[src/rtl/led_frame_scheduler_pkg.sv]
//------------------------------------------------------------------------------
// Module      : led_pkg
// Description : Shared types and helpers for the 8x8 red/green LED matrix.
// Revision    : 1.0 - initial release
//------------------------------------------------------------------------------
`default_nettype none

package led_pkg;

    localparam int ROWS = 8;
    localparam int COLS = 8;

    typedef logic [COLS-1:0] row_t;
    typedef row_t [ROWS-1:0] frame_t;

    typedef struct packed {
        frame_t red;
        frame_t green;
    } bank_t;

    // Active-low one-hot row select.
    function automatic row_t row_sel_n(input logic [2:0] idx);
        return ~(row_t'(1) << idx);
    endfunction

endpackage

`default_nettype wire

[src/rtl/led_scan_timer.sv]
//------------------------------------------------------------------------------
// Module      : led_scan_timer
// Description : Row-scan prescaler and row counter with blanking window.
// Revision    : 1.0 - initial release
//------------------------------------------------------------------------------
`default_nettype none

module led_scan_timer
    import led_pkg::*;
#(
    parameter int SCAN_DIV = 1000,
    parameter int BLANK    = 2
) (
    input  logic       clk,
    input  logic       reset,
    input  logic       enable,
    output logic [2:0] row_idx,
    output logic       row_tick,
    output logic       frame_boundary,
    output logic       blank
);

    localparam logic [15:0] c_div_last = 16'(SCAN_DIV - 1);

    logic [15:0] r_div_cnt;
    logic [2:0]  r_row_idx;

    assign row_idx        = r_row_idx;
    assign row_tick       = enable && (r_div_cnt == c_div_last);
    assign frame_boundary = row_tick && (r_row_idx == 3'(ROWS - 1));

    generate
        if (BLANK > 0) begin : g_blank_window
            assign blank = !enable || (r_div_cnt < 16'(BLANK));
        end else begin : g_no_blank
            assign blank = !enable;
        end
    endgenerate

    always_ff @(posedge clk) begin
        if (reset) begin
            r_div_cnt <= '0;
            r_row_idx <= '0;
        end else if (enable) begin
            if (row_tick) begin
                r_div_cnt <= '0;
                r_row_idx <= r_row_idx + 3'd1;
            end else begin
                r_div_cnt <= r_div_cnt + 16'd1;
            end
        end
    end

endmodule

`default_nettype wire

[src/rtl/led_frame_scheduler.sv]
//------------------------------------------------------------------------------
// Module      : led_frame_scheduler
// Description : Double-buffered LED matrix scan controller with tear-free swap.
// Revision    : 1.0 - initial release
//------------------------------------------------------------------------------
`default_nettype none

module led_frame_scheduler
    import led_pkg::*;
#(
    parameter int SCAN_DIV = 1000,
    parameter int BLANK    = 2
) (
    input  logic       clk,
    input  logic       reset,
    input  logic       enable,
    input  logic       wr_en,
    input  logic [2:0] wr_row,
    input  logic [7:0] wr_red,
    input  logic [7:0] wr_green,
    input  logic       swap_req,
    output logic       swap_ack,
    output logic       frame_start,
    output logic [2:0] row_idx,
    output logic [7:0] red_driver,
    output logic [7:0] green_driver,
    output logic [7:0] row_sink
);

    logic       w_row_tick;
    logic       w_frame_boundary;
    logic       w_blank;
    logic [2:0] w_row_idx;
    logic       w_swap;
    logic       w_back_sel;

    bank_t      r_bank [2];
    logic       r_front_sel;
    logic       r_pending;

    led_scan_timer #(
        .SCAN_DIV (SCAN_DIV),
        .BLANK    (BLANK)
    ) u_timer (
        .clk            (clk),
        .reset          (reset),
        .enable         (enable),
        .row_idx        (w_row_idx),
        .row_tick       (w_row_tick),
        .frame_boundary (w_frame_boundary),
        .blank          (w_blank)
    );

    assign row_idx    = w_row_idx;
    assign w_back_sel = ~r_front_sel;
    // A request arriving on the boundary cycle itself still makes this frame.
    assign w_swap     = w_frame_boundary && (r_pending || swap_req);

    always_ff @(posedge clk) begin
        if (reset) begin
            r_bank[0]    <= '0;
            r_bank[1]    <= '0;
            r_front_sel  <= 1'b0;
            r_pending    <= 1'b0;
            swap_ack     <= 1'b0;
            frame_start  <= 1'b0;
            red_driver   <= '0;
            green_driver <= '0;
            row_sink     <= 8'hFF;
        end else begin
            // Back bank is chosen with the pre-swap select.
            if (wr_en) begin
                r_bank[w_back_sel].red[wr_row]   <= wr_red;
                r_bank[w_back_sel].green[wr_row] <= wr_green;
            end

            if (w_swap) begin
                r_front_sel <= ~r_front_sel;
                r_pending   <= 1'b0;
            end else if (swap_req) begin
                r_pending   <= 1'b1;
            end

            swap_ack    <= w_swap;
            frame_start <= w_row_tick && (w_row_idx == 3'(ROWS - 1));

            if (w_blank) begin
                red_driver   <= '0;
                green_driver <= '0;
                row_sink     <= 8'hFF;
            end else begin
                red_driver   <= r_bank[r_front_sel].red[w_row_idx];
                green_driver <= r_bank[r_front_sel].green[w_row_idx];
                row_sink     <= row_sel_n(w_row_idx);
            end
        end
    end

endmodule

`default_nettype wire
[config.mk]
export PLATFORM = sky130hd
export DESIGN_NAME = led_frame_scheduler
export DESIGN_NICKNAME = d
export VERILOG_FILES = /design/src/rtl/led_frame_scheduler_pkg.sv /design/src/rtl/led_scan_timer.sv /design/src/rtl/led_frame_scheduler.sv
export SDC_FILE = /design/constraint.sdc
export NUM_CORES = 1
export LEC_CHECK = 0
export CORE_UTILIZATION = 55
export CTS_CLUSTER_SIZE = 30
export DETAILED_ROUTE_END_ITERATION = 7
export PLACE_DENSITY = 0.73
export SKIP_LAST_GASP = 1
export SLEW_MARGIN = 25
export SYNTH_ARGS = -nofsm -noshare
export SYNTH_HDL_FRONTEND = slang
export SYNTH_SLANG_ARGS = --single-unit
[constraint.sdc]
create_clock -name clk -period 3.2 [get_ports clk]
set_clock_uncertainty 0.2 [all_clocks]
set_input_delay 0.8 -clock clk [delete_from_list [all_inputs] [get_ports clk]]
set_output_delay 0.8 -clock clk [all_outputs]
set_load 0.02 [all_outputs]
==> flow_summary.rst <==
.. list-table::
   :header-rows: 1

   * - Metric
     - Value
   * - Initial antenna violation count
     - 0
   * - GR peak layer
     - met2
   * - Slowest cell delay on critical path
     - 680 ps
   * - Maximum capacitance violations
     - 0
   * - Source-to-sink clock delay at the later pin of the worst-skew pair
     - 550 ps
   * - Slowest cell on the critical path
     - sky130_fd_sc_hd__clkdlybuf4s50_1
   * - Cell count along the critical path
     - 1
   * - WHS Path Cells
     - 2
   * - Row count
     - 56
   * - Number of placed I/O pins
     - 53
   * - Reg clk slew, reported paths
     - 60 ps
   * - Post-synthesis net count
     - 910
   * - Terminus of the critical flop-to-flop path
     - green_driver[4]
   * - Chip Height
     - 157.1 um
   * - Number of standard cells in the final layout excluding fillers
     - 1281
   * - Accumulated negative setup slack
     - 0 ps
   * - Ratio of routed vias to standard cells
     - 5.649
   * - Synthesized area per cell
     - 15.05 um2
   * - Yosys warns
     - 0
   * - Post CTS Setup Buffer Count
     - 0
   * - Overall global routing resource usage
     - 0.2395
   * - Final critical path time including I/O delays and setup
     - 2802 ps
   * - Area added between synthesis and finish
     - 14.79%
   * - Remaining routing DRC violations
     - 0
   * - Worst-path maximum fanout
     - 24
   * - Measured slew at the worst slew-check pin
     - 750.6 ps
   * - Required @ worst endpoint
     - 2200 ps
   * - Share of post-route cells with drive strength above 1
     - 0.1757
   * - Launching point of the worst reg2reg path
     - u_timer.r_div_cnt[3]
   * - Synth top area share
     - 0.5810
   * - Cts repair resizes
     - 0
   * - Startpoint class of the critical path
     - flip-flop
   * - Critical Path, Cell by Cell
     - clkdlybuf4s50_1
   * - Type of destination of the critical path
     - output port
   * - IR Drop Worst-Case VDD
     - 332.2 uV
   * - Floorplan die width
     - 157.1 um
   * - RSZ-0062 raised after global routing
     - false
   * - Number of global-route vias before repair
     - 7328
   * - Total routed wirelength
     - 27970 um
   * - Violation count after the first detailed-route iteration
     - 727
   * - Met3 Usage GRT
     - 0.03524
   * - Status
     - finished clean
   * - TritonCTS Buffers
     - 30
   * - CTS Buffer Depth
     - 3
   * - Final cycle utilization of the critical path
     - 0.8756
   * - Number of max-slew violations in the final report
     - 0
   * - Biggest area consumer among synthesized cells
     - sky130_fd_sc_hd__edfxtp_1
   * - Core area
     - 23540 um2
   * - Post-Route Hold Slack
     - 306.5 ps
   * - Final Hold Viols
     - 0
   * - Post-synthesis instance total
     - 879
   * - Power density relative to cell area
     - 540.9 nW/um2
   * - Crit path buf inv count
     - 1
   * - Fill cell instance count of the final layout
     - 1698
   * - IO Port Bufs
     - 52
   * - Met2 layer usage reported by global route
     - 0.4036
   * - F_max
     - 356.9 MHz
   * - Highest-count cells in the layout ignoring fill and taps
     - sky130_fd_sc_hd__and2_1 (258), sky130_fd_sc_hd__edfxtp_1 (256), sky130_fd_sc_hd__mux4_2 (64)
   * - Total half-perimeter wirelength after legalization and detailed placement
     - 17980 um
   * - Most frequent standard cell in the layout excluding fill and tap cells
     - sky130_fd_sc_hd__and2_1
   * - Number of distinct library cells after synthesis
     - 35
   * - Starting utilization of the core area
     - 0.5620
   * - Seq/Total Area, Yosys
     - 0.6537
   * - Largest net degree at the start of global routing
     - 28
   * - Leak pwr
     - 5.392 nW
   * - R2r setup slk
     - 770 ps
   * - Met1 track utilization from global routing
     - 0.3286
   * - First-pass GRT wire length
     - 43090 um
   * - Clk root buf
     - sky130_fd_sc_hd__clkbuf_16
   * - Start point of the worst hold path
     - u_timer.r_div_cnt[15]
   * - Wirelength per Cell
     - 21.83 um
   * - Flop and latch count out of synthesis
     - 304
   * - CTS hold repair buffers
     - 0
   * - Crit Path Class
     - flip-flop to output port
   * - Data arrival time of the critical path
     - 1800 ps
   * - Inserted Diodes
     - 0
   * - Placer's final routability congestion estimate
     - 0.8060
   * - Maximum level of the CTS H-tree
     - 1
   * - Mapped Area
     - 13230 um2
   * - CTS tree
     - built
   * - Final-stage net count
     - 973
   * - Total placed cells including tap cells
     - 1229
   * - Number of nets with antenna violations after detailed routing
     - 0
   * - Routed via count
     - 7236
   * - Overall die area
     - 24680 um2
   * - Setup violations, final
     - 0
   * - Grt total ovfl
     - 0
   * - Endpoint of the worst hold path
     - u_timer.r_div_cnt[15]
   * - Min-delay worst type
     - flip-flop to flip-flop
   * - Detailed-router iteration count before antenna repair
     - 5
   * - Worst reg2reg path depth
     - 5
   * - Family of cells with the greatest summed delay on the critical path
     - buffers and inverters
   * - TritonCTS Sinks
     - 304
   * - Biggest area contributors in the synthesized netlist
     - sky130_fd_sc_hd__edfxtp_1 (58%), sky130_fd_sc_hd__and2_1 (12%), sky130_fd_sc_hd__mux4_2 (11%), sky130_fd_sc_hd__dfxtp_1 (7.3%), sky130_fd_sc_hd__mux2i_1 (2.4%)
   * - Relative slew slack
     - 0.4980
-- cells in the mapped netlist --
| cell | n |
|---|---|
| sky130_fd_sc_hd__a211oi_1 | 2 |
| sky130_fd_sc_hd__nor3b_1 | 1 |
| sky130_fd_sc_hd__mux4_2 | 64 |
| sky130_fd_sc_hd__inv_1 | 4 |
| sky130_fd_sc_hd__dfxtp_1 | 48 |
| sky130_fd_sc_hd__or4_4 | 4 |
| sky130_fd_sc_hd__o22ai_1 | 17 |
| sky130_fd_sc_hd__or4_1 | 2 |
| sky130_fd_sc_hd__or3_1 | 2 |
| sky130_fd_sc_hd__mux2i_1 | 32 |
| sky130_fd_sc_hd__o21ai_0 | 1 |
| sky130_fd_sc_hd__buf_2 | 5 |
| sky130_fd_sc_hd__nand4_1 | 7 |
| sky130_fd_sc_hd__o41a_1 | 1 |
| sky130_fd_sc_hd__xnor2_1 | 10 |
| sky130_fd_sc_hd__nand4bb_1 | 1 |
| sky130_fd_sc_hd__nor2_1 | 31 |
| sky130_fd_sc_hd__inv_2 | 1 |
| sky130_fd_sc_hd__a21oi_1 | 5 |
| sky130_fd_sc_hd__o31ai_1 | 1 |
| sky130_fd_sc_hd__and2_1 | 258 |
| sky130_fd_sc_hd__nor4_1 | 4 |
| sky130_fd_sc_hd__nor2b_1 | 1 |
| sky130_fd_sc_hd__nor3_1 | 9 |
| sky130_fd_sc_hd__clkbuf_1 | 49 |
| sky130_fd_sc_hd__nand4b_1 | 1 |
| sky130_fd_sc_hd__ha_1 | 7 |
| sky130_fd_sc_hd__nor4_2 | 1 |
| sky130_fd_sc_hd__xor2_1 | 4 |
| sky130_fd_sc_hd__or2_2 | 17 |
| sky130_fd_sc_hd__buf_1 | 4 |
| sky130_fd_sc_hd__nand2_1 | 20 |
| sky130_fd_sc_hd__edfxtp_1 | 256 |
| sky130_fd_sc_hd__nand3_1 | 3 |
| sky130_fd_sc_hd__nand2b_1 | 6 |
-- worst max path at each step --
stage,startpoint,to,slack (ps)
floorplan,enable,flip-flop,540
global placement,wr_en,r_bank[1][73],200
detailed placement,wr_en,r_bank[1][73],190
CTS,u_timer.row_idx[1],row_idx[1],350
global route,u_timer.row_idx[1],row_idx[1],330
finish,u_timer.row_idx[1],row_idx[1],400
-- power by group --
part / internal [mW] / switching (mW)
clock network: 1.91 / 1.45
registers: 4.47 / 0.0521
logic: 0.132 / 0.205
-- kinds of logic (layout without fill, tap and decap cells) --
family | after synthesis | count (layout) | synth area share
muxes | 96 | 96 | 0.1332
xor gates and xnor gates | 14 | 14 | 0.009267
DFF | 304 | 304 | 0.6537
buffers and inverters | 63 | 146 | 0.01835
and+or+nand+nor | 368 | 368 | 0.1661
AOI/OAI and AO/OA | 27 | 27 | 0.01286
adders and majority gates | 7 | 7 | 0.006620
-- through the flow --
stage	total power, mW	setup slack (ps)	cell area, um2	utilization
6_report	8.214	398.2	15190	0.6451
5_1_grt	8.436	333.9	15190	0.6451
4_1_cts	8.267	352.9	15190	0.6451
3_5_place_dp	4.952	189.6	14260	0.6058
3_3_place_gp	4.938	203.6	14260	0.6058
2_1_floorplan	4.773	540.5	13230	-
-- flip-flops by register name, indices dropped and copies added (netlist names), named ones only --
| signal | flops |
|---|---|
| frame_start | 1 |
| green_driver | 8 |
| r_bank | 256 |
| r_front_sel | 1 |
| r_pending | 1 |
| red_driver | 8 |
| row_sink | 8 |
| swap_ack | 1 |
| u_timer.r_div_cnt | 16 |
| u_timer.row_idx | 3 |
-- layout make-up --
| class | instances | area, um2 | area share |
|---|---|---|---|
| repair buffers | 89 | 848.3 | 0.05586 |
| clock inverters | 19 | 142.6 | 0.009392 |
| inverters | 5 | 18.77 | 0.001236 |
| multi-input cells | 512 | 4339 | 0.2857 |
| flip-flops and latches | 304 | 8656 | 0.5699 |
| well taps | 319 | 399.1 | 0.02628 |
| clock buffers | 33 | 783.3 | 0.05157 |
-- layer usage --
metal	part of all wire	vias to the layer above
li1	-	3340
met4	0.020	0
met2	0.50	199
met3	0.056	40
met5	0	-
met1	0.43	3657
No activity file was read; power rests on OpenSTA's default activity.
